**src/rtl/multicycle_ctrl_pkg.sv**
```systemverilog
// Shared opcode, state and control-code definitions for the SCU multi-cycle controller.
// Optional macro ILLEGAL_TRAP_EN adds the HALT state used for unlisted opcodes.
package multicycle_ctrl_pkg;

  localparam logic [3:0] OP_NOP  = 4'b0000;
  localparam logic [3:0] OP_ST   = 4'b0011;
  localparam logic [3:0] OP_ADD  = 4'b0100;
  localparam logic [3:0] OP_INC  = 4'b0101;
  localparam logic [3:0] OP_NEG  = 4'b0110;
  localparam logic [3:0] OP_SUB  = 4'b0111;
  localparam logic [3:0] OP_J    = 4'b1000;
  localparam logic [3:0] OP_BRZ  = 4'b1001;
  localparam logic [3:0] OP_JM   = 4'b1010;
  localparam logic [3:0] OP_BRN  = 4'b1011;
  localparam logic [3:0] OP_LD   = 4'b1110;
  localparam logic [3:0] OP_SVPC = 4'b1111;

  localparam logic [1:0] PC_INC = 2'b00;
  localparam logic [1:0] PC_RS  = 2'b01;
  localparam logic [1:0] PC_MEM = 2'b10;

  localparam logic [1:0] WB_ALU  = 2'b00;
  localparam logic [1:0] WB_MEM  = 2'b01;
  localparam logic [1:0] WB_SVPC = 2'b10;

  localparam logic [1:0] ALU_ADD   = 2'b00;
  localparam logic [1:0] ALU_SUB   = 2'b01;
  localparam logic [1:0] ALU_NEG   = 2'b10;
  localparam logic [1:0] ALU_PASSB = 2'b11;

  typedef enum logic [2:0] {
    ST_FETCH  = 3'd0,
    ST_DECODE = 3'd1,
    ST_EXEC   = 3'd2,
    ST_MEM    = 3'd3,
    ST_WB     = 3'd4
`ifdef ILLEGAL_TRAP_EN
    , ST_HALT = 3'd5
`endif
  } state_t;

  typedef enum logic [3:0] {
    CL_NOP, CL_JMP, CL_BRZ, CL_BRN, CL_ALU, CL_SVPC, CL_ST, CL_LD, CL_JM, CL_ILL
  } op_class_t;

  typedef struct packed {
    op_class_t  cls;
    logic [1:0] alu_op;
    logic       alu_b_sel;
    logic [1:0] wb_sel;
    logic       sets_flags;
  } ctrl_word_t;

  // Classes that leave DECODE for a data-memory access instead of EXEC.
  function automatic logic is_mem_class(input op_class_t cls);
    return (cls == CL_ST) || (cls == CL_LD) || (cls == CL_JM);
  endfunction

endpackage

```
**src/rtl/multicycle_ctrl_decode.sv**
```systemverilog
// Combinational opcode -> control-word decode used by the multi-cycle controller.
// Under ILLEGAL_TRAP_EN unlisted opcodes decode to CL_ILL, otherwise to CL_NOP.
module multicycle_ctrl_decode
  import multicycle_ctrl_pkg::*;
#(
  parameter int OPW = 4
) (
  input  logic [OPW-1:0] opcode,
  output ctrl_word_t     cw
);

  always_comb begin
    cw.cls        = CL_NOP;
    cw.alu_op     = ALU_ADD;
    cw.alu_b_sel  = 1'b0;
    cw.wb_sel     = WB_ALU;
    cw.sets_flags = 1'b0;
    case (opcode)
      OP_NOP:  cw.cls = CL_NOP;
      OP_ST:   cw.cls = CL_ST;
      OP_ADD:  begin cw.cls = CL_ALU; cw.sets_flags = 1'b1; end
      OP_INC:  begin cw.cls = CL_ALU; cw.sets_flags = 1'b1; cw.alu_b_sel = 1'b1; end
      OP_NEG:  begin cw.cls = CL_ALU; cw.sets_flags = 1'b1; cw.alu_op = ALU_NEG; end
      OP_SUB:  begin cw.cls = CL_ALU; cw.sets_flags = 1'b1; cw.alu_op = ALU_SUB; end
      OP_J:    cw.cls = CL_JMP;
      OP_BRZ:  cw.cls = CL_BRZ;
      OP_JM:   cw.cls = CL_JM;
      OP_BRN:  cw.cls = CL_BRN;
      OP_LD:   begin cw.cls = CL_LD; cw.wb_sel = WB_MEM; end
      OP_SVPC: begin cw.cls = CL_SVPC; cw.wb_sel = WB_SVPC; end
`ifdef ILLEGAL_TRAP_EN
      default: cw.cls = CL_ILL;
`else
      default: cw.cls = CL_NOP;
`endif
    endcase
  end

endmodule

```
**src/rtl/multicycle_ctrl.sv**
```systemverilog
// Multi-cycle FETCH/DECODE/EXEC/MEM/WB control FSM for the SCU CPU datapath.
// Optional macro ILLEGAL_TRAP_EN: unlisted opcodes trap into a sticky HALT state.
module multicycle_ctrl
  import multicycle_ctrl_pkg::*;
#(
  parameter int         OPW      = 4,
  parameter logic [1:0] FLAG_RST = 2'b00
) (
  input  logic           clk,
  input  logic           rst_n,
  input  logic [OPW-1:0] opcode,
  input  logic           alu_z,
  input  logic           alu_n,
  input  logic           mem_rdy,
  output logic           mem_req,
  output logic           mem_we,
  output logic           ir_we,
  output logic           pc_we,
  output logic [1:0]     pc_sel,
  output logic           reg_we,
  output logic [1:0]     wb_sel,
  output logic [1:0]     alu_op,
  output logic           alu_b_sel,
  output logic [2:0]     state_o,
  output logic           illegal
);

  state_t     r_state, w_state_next;
  logic [1:0] r_flags, w_flags_next;   // {Z, N}
  ctrl_word_t w_cw;

  logic       w_mem_req, w_mem_we, w_ir_we, w_pc_we, w_reg_we, w_alu_b_sel;
  logic [1:0] w_pc_sel, w_wb_sel, w_alu_op;

  multicycle_ctrl_decode #(.OPW(OPW)) u_decode (
    .opcode (opcode),
    .cw     (w_cw)
  );

  always_ff @(posedge clk or negedge rst_n) begin
    if (!rst_n) begin
      r_state <= ST_FETCH;
      r_flags <= FLAG_RST;
    end else begin
      r_state <= w_state_next;
      r_flags <= w_flags_next;
    end
  end

  always_comb begin
    w_state_next = r_state;
    w_flags_next = r_flags;
    w_mem_req    = 1'b0;
    w_mem_we     = 1'b0;
    w_ir_we      = 1'b0;
    w_pc_we      = 1'b0;
    w_pc_sel     = PC_INC;
    w_reg_we     = 1'b0;
    w_wb_sel     = WB_ALU;
    w_alu_op     = ALU_ADD;
    w_alu_b_sel  = 1'b0;
    case (r_state)
      ST_FETCH: begin
        w_mem_req = 1'b1;
        if (mem_rdy) begin
          w_ir_we      = 1'b1;
          w_state_next = ST_DECODE;
        end
      end
      ST_DECODE: begin
        case (w_cw.cls)
          CL_JMP: begin
            w_pc_we = 1'b1; w_pc_sel = PC_RS; w_state_next = ST_FETCH;
          end
          CL_BRZ: begin
            w_pc_we = 1'b1; w_pc_sel = r_flags[1] ? PC_RS : PC_INC; w_state_next = ST_FETCH;
          end
          CL_BRN: begin
            w_pc_we = 1'b1; w_pc_sel = r_flags[0] ? PC_RS : PC_INC; w_state_next = ST_FETCH;
          end
          CL_ALU, CL_SVPC: w_state_next = ST_EXEC;
          CL_ST, CL_LD, CL_JM: w_state_next = ST_MEM;
`ifdef ILLEGAL_TRAP_EN
          CL_ILL: w_state_next = ST_HALT;
`endif
          default: begin
            w_pc_we = 1'b1; w_state_next = ST_FETCH;
          end
        endcase
      end
      ST_EXEC: begin
        w_alu_op    = w_cw.alu_op;
        w_alu_b_sel = w_cw.alu_b_sel;
        if (w_cw.sets_flags) w_flags_next = {alu_z, alu_n};
        w_state_next = ST_WB;
      end
      ST_MEM: begin
        w_mem_req = 1'b1;
        w_mem_we  = (w_cw.cls == CL_ST);
        if (mem_rdy) begin
          if (w_cw.cls == CL_LD) begin
            w_state_next = ST_WB;
          end else begin
            w_pc_we      = 1'b1;
            w_pc_sel     = (w_cw.cls == CL_JM) ? PC_MEM : PC_INC;
            w_state_next = ST_FETCH;
          end
        end
      end
      ST_WB: begin
        w_reg_we     = 1'b1;
        w_wb_sel     = w_cw.wb_sel;
        w_pc_we      = 1'b1;
        w_state_next = ST_FETCH;
      end
`ifdef ILLEGAL_TRAP_EN
      ST_HALT: w_state_next = ST_HALT;
`endif
      default: w_state_next = ST_FETCH;
    endcase
  end

  // Gate with rst_n so a reset landing mid-FETCH drops mem_req without waiting for a clock.
  assign mem_req   = rst_n & w_mem_req;
  assign mem_we    = rst_n & w_mem_we;
  assign ir_we     = rst_n & w_ir_we;
  assign pc_we     = rst_n & w_pc_we;
  assign reg_we    = rst_n & w_reg_we;
  assign alu_b_sel = rst_n & w_alu_b_sel;
  assign pc_sel    = {2{rst_n}} & w_pc_sel;
  assign wb_sel    = {2{rst_n}} & w_wb_sel;
  assign alu_op    = {2{rst_n}} & w_alu_op;
  assign state_o   = r_state;

`ifdef ILLEGAL_TRAP_EN
  assign illegal = rst_n & (r_state == ST_HALT);
`else
  assign illegal = 1'b0;
`endif

endmodule

```
**config.mk**
```make
export PLATFORM = sky130hd
export DESIGN_NAME = multicycle_ctrl
export DESIGN_NICKNAME = d
export VERILOG_FILES = /design/src/rtl/multicycle_ctrl_pkg.sv /design/src/rtl/multicycle_ctrl_decode.sv /design/src/rtl/multicycle_ctrl.sv
export SDC_FILE = /design/constraint.sdc
export NUM_CORES = 1
export LEC_CHECK = 0
export BUFFER_PORTS_ARGS = -buffer_cell sky130_fd_sc_hd__buf_2
export CORE_UTILIZATION = 40
export CTS_CLUSTER_DIAMETER = 60
export DETAILED_ROUTE_END_ITERATION = 12
export GPL_TIMING_DRIVEN = 0
export PLACE_DENSITY_LB_ADDON = 0.2
export SYNTH_ARGS = -nofsm -noshare
export SYNTH_HDL_FRONTEND = slang
export SYNTH_HIERARCHICAL = 1
export SYNTH_SLANG_ARGS = --single-unit
export TNS_END_PERCENT = 50
```
**constraint.sdc**
```tcl
create_clock -name clk -period 1.8 [get_ports clk]
set_clock_uncertainty 0.1 [all_clocks]
set_input_delay 0.27 -clock clk [delete_from_list [all_inputs] [get_ports clk]]
set_output_delay 0.27 -clock clk [all_outputs]
set_load 0.01 [all_outputs]
```
# Word-level counts from Yosys, hierarchy flattened
# Index checks and enable logic that the tools add are counted.
[op_classes]
reduce_logical = 8
mux = 29
eq_ne = 25
n_bitwise = 9
[op_table]
columns = ["operator", "n"]
rows = [
  ["4-bit by 3-bit equality test with 1-bit output (second input constant)", 8],
  ["4-bit one-hot mux with 8 select lines", 1],
  ["4-bit equality test (second input constant)", 7],
  ["2-bit one-hot mux with 2 select lines", 4],
  ["1-bit 2-to-1 mux", 13],
  ["4-bit by 2-bit equality test with 1-bit output (second input constant)", 3],
  ["3-bit one-hot mux with 4 select lines", 1],
  ["2-bit 2-to-1 mux", 5],
  ["3-bit 2-to-1 mux", 3],
  ["1-bit AND", 6],
  ["2-bit AND", 3],
  ["3-bit by 2-bit equality test with 1-bit output (second input constant)", 2],
  ["1-bit one-hot mux with 3 select lines", 2],
  ["5-bit OR reduction", 1],
  ["4-bit by 1-bit equality test with 1-bit output (second input constant)", 1],
  ["2-bit != test (second input constant)", 2],
  ["2-bit AND reduction", 2],
  ["2-bit OR reduction", 2],
  ["4-bit OR reduction", 1],
  ["3-bit by 1-bit equality test with 1-bit output (second input constant)", 1],
  ["3-bit equality test (second input constant)", 1],
  ["3-bit logical NOT", 1],
  ["3-bit OR reduction", 1],
]
[totals]
word_cells = 73
out_inout_bits = 16
input_bits = 9
ff_bits = 5

# Longest topological paths before layout
# Gate-level depths: netlist (run 1).
[logic_depth]
word_depth = 9
mapped_depth = 5
ltp_nobuf = 5

# Cells and area by module
# The synthesis (run 1) kept the hierarchy.
[by_module_without_submodules]
columns = ["module", "instances", "cells_each", "area_per_inst_um2"]
rows = [
  ["multicycle_ctrl", 1, 52, 431.7],
  ["multicycle_ctrl_decode", 1, 18, 97.6],
]

# Worst setup path before layout (run 1)
# Ideal clock, no wire load.
[synth_timing]
kind = "input -> output"
from = "in opcode[0]"
to = "out pc_sel[1]"
arrival_ns = 1.563
n_path_buf = 0
path_stages = 4
slack_ns = -0.133
path_cell_list = "nand2b_1 nor3b_1 or4b_4 nor3_1"
[synth_lines]
columns = ["item", "line_no", "text"]
rows = [
  ["start, declared", "multicycle_ctrl.sv:11", "input logic [OPW-1:0] opcode,"],
  ["end, declared", "multicycle_ctrl.sv:19", "output logic [1:0] pc_sel,"],
]

==> flow_summary.yaml, run 1 <==
route:
  vias: 654
  first_pass_iters: 5
  drc_errors: 0
  wl_um: 1550
  antenna_left: 0
  drt_iter0_drc: 16
  avgViaCountPerCell: 5.64
  avgRoutedWirePerCell_um: 13.4
global_route:
  grt_antenna_before_repair: 0
  grt_pass1_wl_um: 2460
  grt_pass1_vias: 571
  gr-total-overflow: 0
  grt_usage_pct: 23.9
  grt_max_degree: 11
layout:
  diodes: 0
  final_util_pct: 71.2
  drive_gt1_share_pct: 50.0
  syn2layout_area_growth_pct: 57.4
  final_common_cell: "buf_2"
  final_nets: 112
  final_cell_mix: "buf_2 (21), nor2_1 (7), nand2_1 (7)"
run_status:
  status: "finished, violations left"
  failed_checks: "setup timing"
sta:
  timing.final.crit_share_pct: 112
  max_freq_ghz: 0.495
  hold_viol_final: 0
  rsz0062_at_grt: "true"
  post-route-worst-setup-slack_ns: -0.222
  final_max_slew_viol_count: 0
  period_minus_slack_ns: 2.02
  setup_viol: 3
floorplanning:
  die_h_um: 38.4
  ios: 25
  die_x_um: 38.4
  start_util_pct: 45.2
  fp-row-count: 12
  die-area_mm2: 0.00147
  core_area_mm2: 0.00117
pwr:
  ir_drop_v: 0.000546
  p_leak_nw: 0.448
  powerDensity_mw_per_mm2: 970
  finalPower_w: 0.000808
setup_path:
  path_common_cell: "buf_2"
  cp_top_family: "simple AND/OR/NAND/NOR gates"
  arrival_ns: 1.65
  path_max_fanout: 7
  cp.required_ns: 1.43
  cp_cell_sequence: "buf_2 > nand2_1 > o32ai_2 > or4b_4 > mux2i_1 > o31ai_1 > buf_2"
  cpMaxStageDelayCell: "or4b_4"
  start_kind: "input port"
  critPathCaptureType: "output pin"
  cpPeakStageDelay_ns: 0.56
  cp_num_buf_inv: 2
  worstSetupPathType: "input port to output pin"
clock_network:
  htree_levels: 1
  cts-buffers-inserted: 3
  cts_tree: "yes"
  clk_latency_ns: 0.24
  cts-root-buf: "clkbuf_4"
  cts_buffer_depth: 2
  cts.clk_slew.worst_paths_ns: 0.05
  cts_num_sinks: 5
synthesis:
  ys_ff_latch: 5
  synth_area_per_cell_um2: 7.56
  ys_types: 32
  syn-cell-area_um2: 529
  synth_cells: 70
  ys_seq_area_share_pct: 23.6
  yosys_warnings: 6
  syn_nets: 79
placement:
  hpwlAfterDp_um: 974
  portBuffers: 23
  routabilityCongestion: 0.792
min_path:
  hp-class: "input port to register"
run:
  maxCapViolCount: 0
through the flow:
stage	hold WS [ns]	TNS, ns	area (um^2)	instances	setup slack, ns
6_report	0.165	-0.417	833	116	-0.222
3_5_place_dp	0.0136	-0.926	672	107	-0.330
2_1_floorplan	-0.126	0	539	70	0.00919
4_1_cts	0.167	-0.487	807	117	-0.199
3_3_place_gp	0.00657	-0.834	672	107	-0.319
5_1_grt	0.174	-0.846	833	116	-0.283
layer usage:
metal / vias up / part of all wire (%) / track usage (%)
li1: 308 / - / -
met1: 305 / 43 / 30.0
met2: 35 / 47 / 40.3
met3: 6 / 7.6 / 5.23
met4: 0 / 1.6 / 7.76
met5: - / 0 / 0
worst register-to-register path, cell delays in order (launching register included):
cell and delay [ns]:
dfrtp_1 0.36, buf_2 0.18, nor2b_1 0.21, and3b_1 0.23
mux2_2 0.35
synthesized netlist by cell type (all sizes together):
cell type	count	area [um^2]
and2	2	12.5
nand2	8	30.0
o32ai	1	8.76
o2bb2ai	1	8.76
o31ai	2	15.0
or2b	1	7.51
conb	1	3.75
nor2	8	30.0
nand4b	1	8.76
nor2b	3	26.3
a31oi	1	12.5
a21oi	5	28.8
buf	3	23.8
nor4	1	6.26
o21ai	2	10.0
nor3	3	15.0
inv	4	15.0
mux2i	1	10.0
nand3b	1	7.51
nand3	1	5.00
mux2	2	22.5
dfrtp	5	125
nand2b	4	25.0
o211ai	1	7.51
nor3b	1	7.51
and3	4	25.0
and3b	2	17.5
or4b	1	13.8
final timing paths:
check	slack (ns)	cells after the start	startpoint	end
min in group asynchronous	0.38	2	rst_n	r_flags[1]$_DFFE_PN0P_
worst min-delay path	0.16	2	alu_z	r_flags[1]$_DFFE_PN0P_
worst min register to register	0.44	1	r_flags[1]$_DFFE_PN0P_	r_flags[1]$_DFFE_PN0P_
worst max register to register	0.27	4	state_o[0]$_DFFE_PN0P_	r_flags[0]$_DFFE_PN0P_
max in group asynchronous	1.01	2	rst_n	state_o[0]$_DFFE_PN0P_
worst max-delay path	-0.22	7	opcode[3]	pc_we
what timing repair did:
item	in CTS	in global routing
hold endpoints to repair	5	0
setup endpoints to repair	4	6
setup buffers	5	0
pin swaps	2	1
hold buffers	1	0
gates resized for setup	13	7
cell type report:
type | count | area [um^2]
plain buffers | 3 | 23.8
clock buffers | 4 | 26.3
fillers | 97 | 338
inverters | 4 | 15.0
multi-input cells | 58 | 447
flip-flops and latches | 5 | 125
well taps | 14 | 17.5
repair buffers | 28 | 179
flip-flops by register name, indices dropped and copies added, names as in the netlist:
register	flops
state_o	3
r_flags	2
cells by family after synthesis:
group	after synthesis	share of synthesized area (%)
compound gates	13	17.3
buf+inv	7	7.33
flops	5	23.6
mux	3	6.15
other cells	1	0.709
simple gates	41	44.9
where the power goes:
| part | internal [W] | switching (W) | leakage [nW] |
|---|---|---|---|
| combinational | 0.000209 | 0.000253 | 0.369 |
| clock | 0.0000840 | 0.0000501 | 0.0150 |
| sequential | 0.000165 | 0.0000475 | 0.0638 |
No activity file was read; power rests on OpenSTA's default activity.
==> run 2: changes to the inputs <==
Settings changed: ABC_AREA from default to 1, CORE_UTILIZATION 40 to 41.
==> run 2 against run 1 <==
Against the previous run: the run now ends clean; global-route usage shrank 6.7 points; wire length grew 0.26%; final area grew 8.3%; sequential power is essentially flat; via count grew 14%; worst setup slack gained 0.28 ns; critical path depth grew 5; highest routed layer unchanged.
==> flow_summary.yaml, run 2 <==
route:
  antenna_left: 0
  drc_errors: 0
  avgRoutedWirePerCell_um: 10.3
  first_pass_iters: 4
  wl_um: 1560
  drt_iter0_drc: 13
  avgViaCountPerCell: 4.93
  vias: 744
synthesis:
  synth.area.top_cells: "dfrtp_1 (22%), nand2_1 (21%), inv_1 (10%)"
  synth.most_common_cell: "nand2_1"
  async_reset_ff_share_pct: 100
  synth_cells: 104
  syn-cell-area_um2: 581
  synth_area_per_cell_um2: 5.58
  synthFlopType: "dfrtp_1"
  ys_ff_latch: 5
  synth-edff-count: 0
  ys_seq_area_share_pct: 21.6
  yosysTopAreaCell: "dfrtp_1"
  synth.top_cell.area_share_pct: 21.6
  yosys_warnings: 6
  syn_nets: 113
  synthTopCellsByCount: "nand2_1 (33), inv_1 (16), nor2_1 (15)"
  ys_types: 22
layout:
  syn2layout_area_growth_pct: 55.4
  diodes: 0
  largest_reg_flops: 3
  final_cell_mix: "nand2_1 (30), buf_2 (19), nor2_1 (13)"
  drive_gt1_share_pct: 44.1
  final_nets: 146
  final_common_cell: "nand2_1"
  final_cell_count_no_fill: 151
  final_util_pct: 69.3
  filler_cell_count: 130
pwr:
  ir_drop_v: 0.000666
  finalPower_w: 0.000763
  powerDensity_mw_per_mm2: 845
  p_leak_nw: 0.521
global_route:
  grt_pass1_vias: 454
  grt_antenna_before_repair: 0
  grt_max_degree: 9
  grt_pass1_wl_um: 1820
  gr-total-overflow: 0
  grt_usage_pct: 17.2
floorplanning:
  fp-row-count: 13
  die_h_um: 39.6
  core_area_mm2: 0.00130
  die_x_um: 39.6
  start_util_pct: 44.6
  ios: 25
  die-area_mm2: 0.00157
clock_network:
  cts-buffers-inserted: 3
  cts_tree: "yes"
  cts_buffer_depth: 2
  cts-root-buf: "clkbuf_4"
  cts_num_sinks: 5
  clk_latency_ns: 0.24
  htree_levels: 1
  cts.clk_slew.worst_paths_ns: 0.04
sta:
  period_minus_slack_ns: 1.74
  post-route-worst-setup-slack_ns: 0.0573
  timing.final.crit_share_pct: 96.8
  rsz0062_at_grt: "true"
  max_freq_ghz: 0.574
  setup_viol: 0
  hold_viol_final: 0
  final_max_slew_viol_count: 0
setup_path:
  start_kind: "input port"
  cp.required_ns: 1.43
  worstSetupPathType: "input port to output pin"
  critPathCaptureType: "output pin"
  path_max_fanout: 5
  arrival_ns: 1.37
placement:
  dp_slack_ns: -0.0106
  dp_cells: 141
  hpwlAfterDp_um: 1000
  portBuffers: 22
  routabilityCongestion: 0.751
min_path:
  hp-class: "input port to register"
run:
  maxCapViolCount: 0
run_status:
  status: "finished, final reports clean"
## run 2: changes by cell type in the layout (fill, tap and decap cells not counted), moves of 5 or more
cell and change:
inv_1 +8, inv_2 +5, nand2_1 +23, nand3_1 +5, nor2_1 +6
## run 2: final cells by class
| cell class | count | area [um^2] | share of cell area [%] |
|---|---|---|---|
| clock buffer | 3 | 22.5 | 2.50 |
| clock inverter | 1 | 5.00 | 0.555 |
| buffer | 2 | 15.0 | 1.66 |
| timing repair buffer | 28 | 185 | 20.5 |
| multi-input combinational | 78 | 440 | 48.8 |
| tap | 15 | 18.8 | 2.08 |
| sequential | 5 | 126 | 14.0 |
| inverter | 19 | 88.8 | 9.85 |
## run 2: critical path, stage by stage
cell      delay (ns)
buf_12          0.10
clkinv_8        0.05
buf_6           0.10
nand4_1         0.10
nand3_2         0.14
nor2_1          0.11
nand2_1         0.11
nand3_1         0.11
nand3_1         0.07
nand2_1         0.06
inv_1           0.03
buf_2           0.12
## run 2: kinds of logic after synthesis
logic type	Yosys count	synth area share (%)
and+or+nand+nor	73	58.6
buffers and inverters	21	14.4
DFF	5	21.6
AOI/OAI and AO/OA	4	4.74
other	1	0.646
## run 2: per-layer routing
layer	routed length (um)	share of wire [%]	GRT usage [%]
met2	764	49	24.2
met4	15	0.96	5.17
met3	62	4.0	1.70
met1	715	46	26.9
met5	0	0	0
## run 2: timing repair
action                                 CTS  global route
hold buffers                             1             0
buffers inserted                         0             5
endpoints found under the hold margin    5             0
gates resized for setup                  2            38
cloned                                   0             0
setup endpoints to repair                1             6
pin swaps                                0            12
## run 2: power by group
| part | leakage, nW | internal (W) | total [W] | switching [W] |
|---|---|---|---|---|
| combinational | 0.440 | 0.000174 | 0.000425 | 0.000251 |
| clock | 0.0177 | 0.0000802 | 0.000124 | 0.0000439 |
| sequential | 0.0635 | 0.000159 | 0.000214 | 0.0000545 |
| total | 0.521 | 0.000414 | 0.000763 | 0.000349 |
## run 2: final timing paths
kind | startpoint | to | slack (ns) | cells after the start
worst min-delay path | alu_n | r_flags[0]$_DFFE_PN0P_ | 0.17 | 3
worst max register to register | state_o[1]$_DFFE_PN0P_ | state_o[0]$_DFFE_PN0P_ | 0.58 | 6
worst min register to register | r_flags[1]$_DFFE_PN0P_ | r_flags[1]$_DFFE_PN0P_ | 0.37 | 2
worst max-delay path | opcode[0] | pc_we | 0.06 | 12
max in group asynchronous | rst_n | state_o[2]$_DFFE_PN0P_ | 0.99 | 2
min in group asynchronous | rst_n | state_o[0]$_DFFE_PN0P_ | 0.40 | 2
## run 2: metrics by stage
step	TNS, ns	cell area, um^2	hold slack [ns]
after floorplan	0	581	-0.126
after global placement	-0.0100	709	0.0255
after detailed placement	-0.0106	709	0.0251
after CTS	0	757	0.163
after global routing	-0.112	902	0.183
final	0	902	0.166
==> run 3: changes to the inputs <==
--- a/config.mk
+++ b/config.mk
@@ -8,5 +8,5 @@
 export ABC_AREA = 1
 export BUFFER_PORTS_ARGS = -buffer_cell sky130_fd_sc_hd__buf_2
-export CORE_UTILIZATION = 41
+export CORE_UTILIZATION = 25
 export CTS_CLUSTER_DIAMETER = 60
 export DETAILED_ROUTE_END_ITERATION = 12
==> constraint.sdc (replaced) <==
create_clock -name clk -period 1.8 [get_ports clk]
set_clock_uncertainty 0.1 [all_clocks]
set_input_delay 0.18 -clock clk [delete_from_list [all_inputs] [get_ports clk]]
set_output_delay 0.18 -clock clk [all_outputs]
set_load 0.01 [all_outputs]
==> run 3 against run 2 <==
Against the previous run: clock power hardly changed; cell count up 5.3%; global-route usage is 5.5 points lower; critical path type is now register to output pin; final area down 15%; largest cell class unchanged; first-iteration DRC count grew 54%; clock-buffer cell count rose by 1; critical path depth fell by 6.
==> flow_summary.yaml, run 3 (same netlist as run 2, synthesis figures left out) <==
run_status:
  status: "finished, final reports clean"
layout:
  diodes: 0
  final_common_cell: "nand2_1"
  largest_reg_flops: 3
  drive_gt1_share_pct: 29.8
  syn2layout_area_growth_pct: 32.1
  final_area_um2: 767
  final_util_pct: 35.0
  final_nets: 141
  final_cell_count_no_fill: 159
  final_cell_mix: "nand2_1 (33), buf_2 (23), inv_1 (16)"
setup_path:
  cp.required_ns: 1.52
  critPathCaptureType: "output pin"
  path_max_fanout: 4
  worstSetupPathType: "register to output pin"
  start_kind: "register"
  ff2ff_path_depth: 6
  arrival_ns: 1.38
floorplanning:
  core_area_mm2: 0.00219
  die_h_um: 50.2
  start_util_pct: 26.5
  die_x_um: 50.2
  fp-row-count: 17
  ios: 25
  die-area_mm2: 0.00252
global_route:
  use_met1_pct: 16.3
  grtUsageMet3_pct: 2.12
  gr-max-usage-layer: "met2"
  use_met2_pct: 18.7
  grt_pass1_wl_um: 2330
  grt_usage_pct: 11.8
  grt_pass1_vias: 596
  grt_max_degree: 9
  grt_antenna_before_repair: 0
  gr-total-overflow: 0
pwr:
  p_leak_nw: 0.446
  finalPower_w: 0.000681
  comb_power_share_pct: 51.3
  ir_drop_v: 0.000399
  seqPwrFrac_pct: 30.6
  powerDensity_mw_per_mm2: 888
  p_clk_share_pct: 18.1
  swShare_pct: 45.6
  p_int_w: 0.000370
  p_sw_w: 0.000311
clock_network:
  htree_levels: 1
  clk_latency_ns: 0.23
  cts_buffer_depth: 2
  cts_num_sinks: 5
  cts-buffers-inserted: 3
  cts_tree: "yes"
  cts.clk_slew.worst_paths_ns: 0.04
  cts-root-buf: "clkbuf_4"
min_path:
  hp-class: "input port to register"
  hold_depth: 3
route:
  drc_errors: 0
  avgViaCountPerCell: 4.35
  avgRoutedWirePerCell_um: 8.74
  vias: 691
  wl_um: 1390
  antenna_left: 0
  drt_iter0_drc: 20
  first_pass_iters: 4
sta:
  timing.final.crit_share_pct: 92.2
  setup_viol: 0
  rsz0062_at_grt: "false"
  final_max_slew_viol_count: 0
  period_minus_slack_ns: 1.66
  setup_tns_ns: 0
  hold_viol_final: 0
  max_freq_ghz: 0.603
placement:
  dp_cells: 154
  hpwlAfterDp_um: 1130
  placed_cell_area_um2: 726
  routabilityCongestion: 0.774
  portBuffers: 22
run:
  maxCapViolCount: 0
==> run 3: cell types whose count changed in the layout (fill, tap and decap cells not counted), sizes merged <==
cell / change
clkbuf: +1
buf: -5
clkinv: -1
==> run 3: worst paths after layout <==
path	startpoint	to	slack, ns
worst max-delay path	state_o[2]$_DFFE_PN0P_	pc_sel[0]	0.14
worst min-delay path	alu_z	r_flags[1]$_DFFE_PN0P_	0.08
worst max register to register	state_o[1]$_DFFE_PN0P_	state_o[0]$_DFFE_PN0P_	0.60
worst min register to register	r_flags[0]$_DFFE_PN0P_	r_flags[0]$_DFFE_PN0P_	0.37
max in group asynchronous	rst_n	state_o[2]$_DFFE_PN0P_	1.07
min in group asynchronous	rst_n	state_o[1]$_DFFE_PN0P_	0.33
==> run 3: layer usage <==
layer  part of all wire, %  up-vias  wire (um)
met5                     0        -          0
met3                   6.4        0         89
met1                    50      300        698
li1                      -      372          -
met4                     0        0          0
met2                    43       19        602
==> run 3: metrics by stage <==
| step | hold WS, ns | setup WS [ns] |
|---|---|---|
| 6_report | 0.0800 | 0.141 |
| 3_3_place_gp | -0.0558 | 0.128 |
| 5_1_grt | 0.0793 | 0.00951 |
| 3_5_place_dp | -0.0576 | 0.128 |
| 4_1_cts | 0.0810 | 0.126 |
| 2_1_floorplan | -0.216 | 0.394 |
==> run 3: area by class of cell <==
cell class / instances / area (um^2)
Fill cell: 249 / 1420
Timing Repair Buffer: 23 / 120
Buffer: 2 / 12.5
Multi-Input combinational cell: 78 / 377
Inverter: 19 / 71.3
Tap cell: 28 / 35.0
Sequential cell: 5 / 125
Clock buffer: 4 / 26.3
==> run 3: what timing repair did <==
action | 4_1_cts | 5_1_grt
setup buffers | 0 | 0
endpoints found under the setup margin | 0 | 2
gates resized for setup | 0 | 1
hold endpoints to repair | 5 | 0
hold buffers | 1 | 0
==> run 3: worst max-delay path, cell delays in order (launching register included) <==
cell	delay (ns)
dfrtp_1	0.42
inv_1	0.11
nand2_1	0.06
nor2_2	0.16
o221ai_1	0.14
nor2_1	0.12
buf_2	0.15
==> run 3: power groups by stage <==
stage	Clock (W)	Sequential, W	Combinational, W
floorplan	0	0.000215	0.000233
global placement	0	0.000209	0.000351
detailed placement	0	0.000210	0.000348
CTS	0.000127	0.000209	0.000351
global route	0.000142	0.000217	0.000398
finish	0.000123	0.000208	0.000350
